### config.mk
export PLATFORM = sky130hd
export DESIGN_NAME = dct_mac_sched
export DESIGN_NICKNAME = d
export VERILOG_FILES = /design/src/rtl/dct_mac_sched.sv
export SDC_FILE = /design/constraint.sdc
export NUM_CORES = 1
export LEC_CHECK = 0
export ABC_CLOCK_PERIOD_IN_PS = 2300
export BUFFER_PORTS_ARGS = -buffer_cell sky130_fd_sc_hd__buf_2
export CORE_ASPECT_RATIO = 2
export CORE_MARGIN = 5
export CORE_UTILIZATION = 53
export DETAILED_ROUTE_END_ITERATION = 6
export PLACE_DENSITY = 0.75
export SLEW_MARGIN = 20
export SYNTH_ARGS = -nofsm -noshare
export SYNTH_HDL_FRONTEND = slang
export SYNTH_SLANG_ARGS = --single-unit
export TNS_END_PERCENT = 10
### constraint.sdc
create_clock -name clk -period 2.3 [get_ports clk]
set_input_delay 0.115 -clock clk [delete_from_list [all_inputs] [get_ports clk]]
set_output_delay 0.115 -clock clk [all_outputs]
set_load 0.01 [all_outputs]
### src/rtl/dct_mac_sched.sv
// ---------------------------------------------------------------------------
// dct_mac_sched
// 8-point DCT multiply-accumulate scheduler. Collects eight unsigned samples,
// then for each output term k walks n = 0..7, fetching coefficient {k,n} from
// an external ROM, feeding a shared external (approximate) multiplier, and
// accumulating the signed products. Each finished X[k] is held on the output
// until the consumer accepts it; the next term starts the cycle after.
//
// Ports
//   clk, rst_n            clock (rising edge), async active-low reset
//   in_valid/in_data      sample offer (unsigned N bits)
//   in_ready              high in IDLE and LOAD only
//   coef_addr/coef_data   {k,n} ROM index / {sign, magnitude} returned same cycle
//   mul_en/mul_a/mul_b    shared multiplier request (sample x[n], |coef|)
//   mul_p                 unsigned product returned same cycle
//   out_valid/out_ready   result handshake
//   out_data/out_idx      signed 20-bit X[k] and its index k
//   busy                  high whenever not IDLE
// ---------------------------------------------------------------------------
module dct_mac_sched #(
    parameter int N   = 8,
    parameter int PTS = 8
) (
    input  logic           clk,
    input  logic           rst_n,
    input  logic           in_valid,
    input  logic [N-1:0]   in_data,
    output logic           in_ready,
    output logic [5:0]     coef_addr,
    input  logic [N:0]     coef_data,
    output logic           mul_en,
    output logic [N-1:0]   mul_a,
    output logic [N-1:0]   mul_b,
    input  logic [2*N-1:0] mul_p,
    output logic           out_valid,
    input  logic           out_ready,
    output logic [19:0]    out_data,
    output logic [2:0]     out_idx,
    output logic           busy
);

    localparam logic [2:0] LAST_IDX = 3'(PTS - 1);

    typedef enum logic [1:0] {
        ST_IDLE = 2'd0,
        ST_LOAD = 2'd1,
        ST_MAC  = 2'd2,
        ST_OUT  = 2'd3
    } state_t;

    // Sign-applies an unsigned product into the 20-bit accumulator domain.
    // The product is used exactly as returned by the approximate multiplier.
    function automatic logic signed [19:0] signed_term(input logic neg,
                                                       input logic [2*N-1:0] mag);
        logic signed [19:0] ext;
        ext = 20'(mag);
        signed_term = neg ? (20'sd0 - ext) : ext;
    endfunction

    state_t             state_r, state_nx;
    logic [2:0]         k_r, k_nx;
    logic [2:0]         n_r, n_nx;
    logic [2:0]         cnt_r, cnt_nx;
    logic signed [19:0] acc_r, acc_nx;
    logic [19:0]        out_data_r, out_data_nx;
    logic [2:0]         out_idx_r, out_idx_nx;
    logic [N-1:0]       x_r [PTS];
    logic               accept_s;
    logic               mac_s;
    logic signed [19:0] term_s;

    assign mac_s    = (state_r == ST_MAC);
    assign in_ready = (state_r == ST_IDLE) || (state_r == ST_LOAD);
    assign accept_s = in_valid && in_ready;
    assign term_s   = signed_term(coef_data[N], mul_p);

    assign mul_en    = mac_s;
    assign coef_addr = mac_s ? {k_r, n_r} : 6'd0;
    assign mul_a     = mac_s ? x_r[n_r] : {N{1'b0}};
    assign mul_b     = mac_s ? coef_data[N-1:0] : {N{1'b0}};
    assign out_valid = (state_r == ST_OUT);
    assign busy      = (state_r != ST_IDLE);
    assign out_data  = out_data_r;
    assign out_idx   = out_idx_r;

    // State and datapath registers.
    always_ff @(posedge clk or negedge rst_n) begin
        if (!rst_n) begin
            state_r    <= ST_IDLE;
            k_r        <= 3'd0;
            n_r        <= 3'd0;
            cnt_r      <= 3'd0;
            acc_r      <= 20'sd0;
            out_data_r <= 20'd0;
            out_idx_r  <= 3'd0;
        end else begin
            state_r    <= state_nx;
            k_r        <= k_nx;
            n_r        <= n_nx;
            cnt_r      <= cnt_nx;
            acc_r      <= acc_nx;
            out_data_r <= out_data_nx;
            out_idx_r  <= out_idx_nx;
        end
    end

    // Sample buffer, written in arrival order at the load counter position.
    always_ff @(posedge clk or negedge rst_n) begin
        if (!rst_n) begin
            for (int i = 0; i < PTS; i++) begin
                x_r[i] <= {N{1'b0}};
            end
        end else if (accept_s) begin
            x_r[cnt_r] <= in_data;
        end else begin
            x_r[cnt_r] <= x_r[cnt_r];
        end
    end

    // Next-state and datapath update logic.
    always_comb begin
        state_nx    = state_r;
        k_nx        = k_r;
        n_nx        = n_r;
        cnt_nx      = cnt_r;
        acc_nx      = acc_r;
        out_data_nx = out_data_r;
        out_idx_nx  = out_idx_r;
        case (state_r)
            ST_IDLE: begin
                if (in_valid) begin
                    cnt_nx   = cnt_r + 3'd1;
                    state_nx = ST_LOAD;
                end else begin
                    state_nx = ST_IDLE;
                end
            end
            ST_LOAD: begin
                if (in_valid) begin
                    // Counter wraps to 0 on the last sample, ready for the next block.
                    cnt_nx = cnt_r + 3'd1;
                    if (cnt_r == LAST_IDX) begin
                        state_nx = ST_MAC;
                        k_nx     = 3'd0;
                        n_nx     = 3'd0;
                        acc_nx   = 20'sd0;
                    end else begin
                        state_nx = ST_LOAD;
                    end
                end else begin
                    state_nx = ST_LOAD;
                end
            end
            ST_MAC: begin
                if (n_r == LAST_IDX) begin
                    out_data_nx = 20'(acc_r + term_s);
                    out_idx_nx  = k_r;
                    acc_nx      = 20'sd0;
                    n_nx        = 3'd0;
                    state_nx    = ST_OUT;
                end else begin
                    acc_nx = acc_r + term_s;
                    n_nx   = n_r + 3'd1;
                end
            end
            ST_OUT: begin
                if (out_ready) begin
                    if (k_r == LAST_IDX) begin
                        k_nx     = 3'd0;
                        state_nx = ST_IDLE;
                    end else begin
                        k_nx     = k_r + 3'd1;
                        state_nx = ST_MAC;
                    end
                end else begin
                    state_nx = ST_OUT;
                end
            end
            default: begin
                state_nx = ST_IDLE;
            end
        endcase
    end

endmodule

==> Yosys cells after proc, flatten, opt, wreduce, memory -nomap -nowiden <==
Cells that the tools add are included.
W data, S select, Z words.
{ "totals": {"reg_bits": 118, "latch_bits": 0, "ramBits": 0, "mem_bits_ro": 0, "input_bits": 37, "out_inout_bits": 49, "elab_cells": 80, "mem_count": 0} }
{ "classes": {"n_addsub": 5, "mul": 0, "n_div": 0, "n_lt_le_gt_ge": 3, "n_eq_ne": 10, "n_shift": 0, "mux": 33, "bitwise_logic": 2, "n_reduce_logical": 12} }
{ "ops": {"columns": ["op", "count"], "rows": [
  ["$bwmux W64", 2],
  ["$mux W20", 4],
  ["$mux W64", 1],
  ["$mux W8", 7],
  ["$bmux W8 S3", 2],
  ["$pmux W20 S2", 1],
  ["$demux W8 S3", 1],
  ["$add A20 B20 Y20", 1],
  ["$sub A1 B16 Y17 const A", 1],
  ["$mux W3", 5],
  ["$pmux W3 S2", 2],
  ["$mux W2", 5],
  ["$add A3 B1 Y3 const B", 3],
  ["$eq A3 B3 Y1 const B", 3],
  ["$ge A4 B4 Y1 const B", 2],
  ["$not A3 Y4", 2],
  ["$pmux W2 S4", 1],
  ["$mux W6", 1],
  ["$ne A2 B1 Y1 const B", 3],
  ["$reduce_bool A2 Y1", 3],
  ["$eq A2 B2 Y1 const B", 2],
  ["$lt A4 B1 Y1 const B", 1],
  ["$reduce_and A2 Y1", 2],
  ["$reduce_and A4 Y1", 1],
  ["other kinds (8)", 9]
]} }

==> Depth between registers and ports, before layout <==
{ "logic_depth": {"ltp_word": 7, "depth_mapped": 14} }

==> Worst setup path before layout <==
No wires, ideal clock.
{ "synth_timing": {"path_type": "input to register", "startpoint": "input mul_p[6]", "endpoint": "register out_data_r[19] (netlist: out_data[19])", "setup_ns": 0.129, "t_arrival_ns": 2.929, "required_time_ns": 2.171, "path_slack_ns": -0.758, "stages": 12, "path_cell_list": "or4_4 > nand2b_4 > or3_1 > o31a_1 > ha_1 > a21oi_1 > o211ai_1 > a221o_1 > a21oi_2 > xor2_1 > xnor2_1 > o21ai_1"} }
{ "synth_between": {"elab_chain_cells": 3} }
{ "synth_lines": {"columns": ["item", "line", "source"], "rows": [
  ["start, declared", "34", "input logic [2*N-1:0] mul_p,"],
  ["$sub A1 B16 Y17", "57", "signed_term = neg ? (20'sd0 - ext) : ext;"],
  ["$mux W20 *", "57", null],
  ["$add A20 B20 Y20 *", "156", "out_data_nx = 20'(acc_r + term_s);"],
  ["end signal, assigned", "102", "out_data_r <= out_data_nx;"],
  ["end, declared", "65", "logic [19:0] out_data_r, out_data_nx;"]
]} }
Mark *: on every way between the ends. The rest lies on a longest branch, timed or not.
A chain may end at the register's enable or synchronous reset.

==> Worst setup path in the final report <==
Ends and elaborated chain as after synthesis.

==> results.cfg <==
[status]
status = finished, violations left
violations = negative setup slack

[placement]
port_buffers = 85
dpl_cell_area_mm2 = 0.008051
place_hpwl_um = 14410
place_congestion = 0.9055

[final_layout]
fin_area_mm2 = 0.008830
final_common_cell = nand2_1
nets = 949
final_cell_mix = nand2_1 (136), dfrtp_1 (116), buf_4 (103), buf_2 (82), o21ai_0 (80)
n_antenna_cell = 0
synthToLayoutAreaGrowth_pct = 30.81
fillers = 929
drive_gt1_frac = 0.3092

[clock_network]
clock-sinks = 118
htreeDepth = 4
cts_root_buffer = clkbuf_16
numCtsBuffers = 17
cts_tree = yes
clkTransAtPathRegs_ps = 50
cts_max_path_buffers = 2
clkLatencyLatePin_ps = 410

[global_route]
grt_use_met3 = 0.04481
grt_use_total = 0.2618
grt.busiest_layer = met2
use_met1 = 0.2652
grt_pass1_vias = 6544
grt_max_degree = 77
grtUsageMet2 = 0.4955
grt_pass1_wl_um = 31950
grt_antenna_before_repair = 0
grt.overflow.total = 0

[timing]
period_minus_slack_ps = 2773
tightestPinTransition_ps = 682.7
hold_viol = 0
setup_viol = 14
maxSlewViolCount = 0
layout_setup_ws_ps = -472.7
min_period_over_period = 1.206
relSlewSlack = 0.5437
fin_skew_ps = 5.994
clock.fmax_mhz = 360.7
grt_setup_unrepaired = yes
finalSetupTns_ps = -4161
hold_slack_ps = 47.32

[worst_setup_path]
path_cells = buf_6 > or4_4 > nand2b_4 > or3_4 > o31a_1 > ha_4 > a21oi_4 > o211ai_1 > a221o_1 > a21oi_2 > xor2_2 > xnor2_1 > o21ai_1
slowest_delay_ps = 550
crit_arrival_ps = 3060
slowest_stage = or4_4
crit_type = input pin to flip-flop
end_kind = flip-flop
crit_fanout = 4
crit_path_start_kind = input pin
startpoint = mul_p[6]
r2r_start = acc_r[0]$_DFFE_PN0P_
crit_required_ps = 2590

[yosys]
synth_warnings = 0
yosys_most_used_dff = dfrtp_1
async_flop_share = 1.000
ys_types = 54
synth_fp_nets = 778
syn_area_mm2 = 0.006750
synth-edff-count = 0
syn_inst = 713
synth_seq_cells = 118
syn_area_per_cell_um2 = 9.467
synth-seq-area-share = 0.4374

[power]
pwr-share-comb = 0.529
p_sw_w = 0.005587
p_int_w = 0.007945
ir_drop_uv = 905.1
finalPower_w = 0.01353
switching_share = 0.4129
pwr-share-seq = 0.277
powerDensity_mw_per_mm2 = 1533
clock_power_share = 0.194
p_leak_nw = 4.126

[floorplanning]
core_mm2 = 0.01255
die_w_um = 89.80
fp-row-count = 58
ios = 86
initial_core_util = 0.5377
die_h_um = 169.6
die_area_mm2 = 0.01523

[run]
cap_violations = 0

[min_path]
min_from = out_ready
hold_class = input pin to flip-flop

[detailed_routing]
wire_per_inst_um = 18.72
dr.first_iter.drc_count = 328
via_count = 6197
ant_nets = 0
vias_per_cell = 5.924
routed_wl_um = 19580
drtPass1Iterations = 5
drc_errors = 0
critical path: cells and delay by family:
kind	cells	cell delay [ps]
AO/OA/AOI/OAI	6	1160
buffers and inverters	1	90
adder cells (fa/ha/maj)	1	280
AND/OR/NAND/NOR	3	1060
XOR/XNOR	2	350
state kept, by name, summed over array words and instances, names as in the netlist:
register,flops
state_r,2
cnt_r,3
acc_r,20
out_idx,3
n_r,3
x_r,64
k_r,3
out_data,20
per-layer routing:
layer / part of all wire / vias up
met5: 0 / -
met4: 0.050 / 0
met3: 0.041 / 72
met2: 0.56 / 212
met1: 0.35 / 3027
li1: - / 2886
power by group through the flow:
stage          logic [W]  registers, W  clock network, W
6_report         0.00716       0.00375           0.00262
5_1_grt          0.00785       0.00387           0.00276
4_1_cts          0.00702       0.00374           0.00265
3_5_place_dp     0.00688       0.00376                 0
3_3_place_gp     0.00666       0.00369                 0
2_1_floorplan    0.00429       0.00358                 0
cell type report:
| class | count | area (µm²) | share of cell area |
|---|---|---|---|
| flip-flops and latches | 118 | 2955 | 0.3347 |
| inverters | 14 | 52.55 | 0.005952 |
| multi-input cells | 541 | 3761 | 0.4260 |
| well taps | 150 | 187.7 | 0.02126 |
| clock inverters | 8 | 97.59 | 0.01105 |
| clock buffers | 23 | 488.0 | 0.05526 |
| repair buffers | 192 | 1287 | 0.1458 |
path summary, 6_finish.rpt:
check / depth (start not counted) / end / slack (ps)
max: 13 / out_data[19]$_DFFE_PN0P_ / -470
min: 4 / state_r[1]$_DFFE_PN0P_ / 50
max reg2reg: 11 / out_data[18]$_DFFE_PN0P_ / -270
min reg2reg: 2 / out_data[2]$_DFFE_PN0P_ / 470
max in group asynchronous: 3 / out_data[8]$_DFFE_PN0P_ / 1560
min in group asynchronous: 2 / out_data[14]$_DFFE_PN0P_ / 80
logic make-up after synthesis:
| logic type | share of synthesized area |
|---|---|
| compound gates | 0.1824 |
| xor+xnor | 0.04282 |
| fa+ha+maj | 0.05301 |
| buf+inv | 0.03040 |
| flops | 0.4374 |
| mux | 0.1081 |
| simple gates | 0.1459 |
stage by stage:
step	cells	utilization	setup WS (ps)
after CTS	1043	0.6928	-484.6
final	1046	0.7033	-472.7
after detailed placement	1011	0.6413	-935.6
after floorplan	713	-	-623.5
after global placement	1011	0.6413	-911.7
after global routing	1046	0.7033	-592.8
timing repair:
action / in CTS / in global routing
pin swaps: 5 / 9
endpoints found under the setup margin: 18 / 33
resized for setup: 10 / 21
setup buffers: 0 / 3
gates cloned: 0 / 0
hold endpoints to repair: 118 / 0
hold buffers: 1 / 0
synth_stat cells (3+ instances only):
cell type / instances / area (µm²)
o21ai_1: 51 / 255.2
mux4_2: 18 / 405.4
a22o_1: 8 / 70.07
clkbuf_1: 35 / 131.4
nand3_1: 14 / 70.07
o311ai_1: 4 / 35.03
ha_1: 27 / 337.8
o211ai_1: 6 / 45.04
nor3_1: 3 / 15.01
xnor2_1: 24 / 210.2
mux2i_1: 20 / 200.2
or3_1: 3 / 18.77
nand3b_1: 3 / 22.52
o31ai_1: 5 / 37.54
nor2b_1: 5 / 31.28
nand2_1: 136 / 510.5
and2_1: 15 / 93.84
nand2b_1: 6 / 37.54
a21o_1: 3 / 22.52
dfrtp_1: 118 / 2953
a22oi_1: 7 / 52.55
mux2_1: 3 / 33.78
mux2_2: 8 / 90.09
inv_1: 14 / 52.55
nor2_1: 27 / 101.4
a21oi_1: 19 / 95.09
nand4_1: 4 / 25.02
xor2_1: 9 / 78.83
o21ai_0: 83 / 415.4
buf_1: 3 / 11.26
No activity file was read; power rests on OpenSTA's default activity.
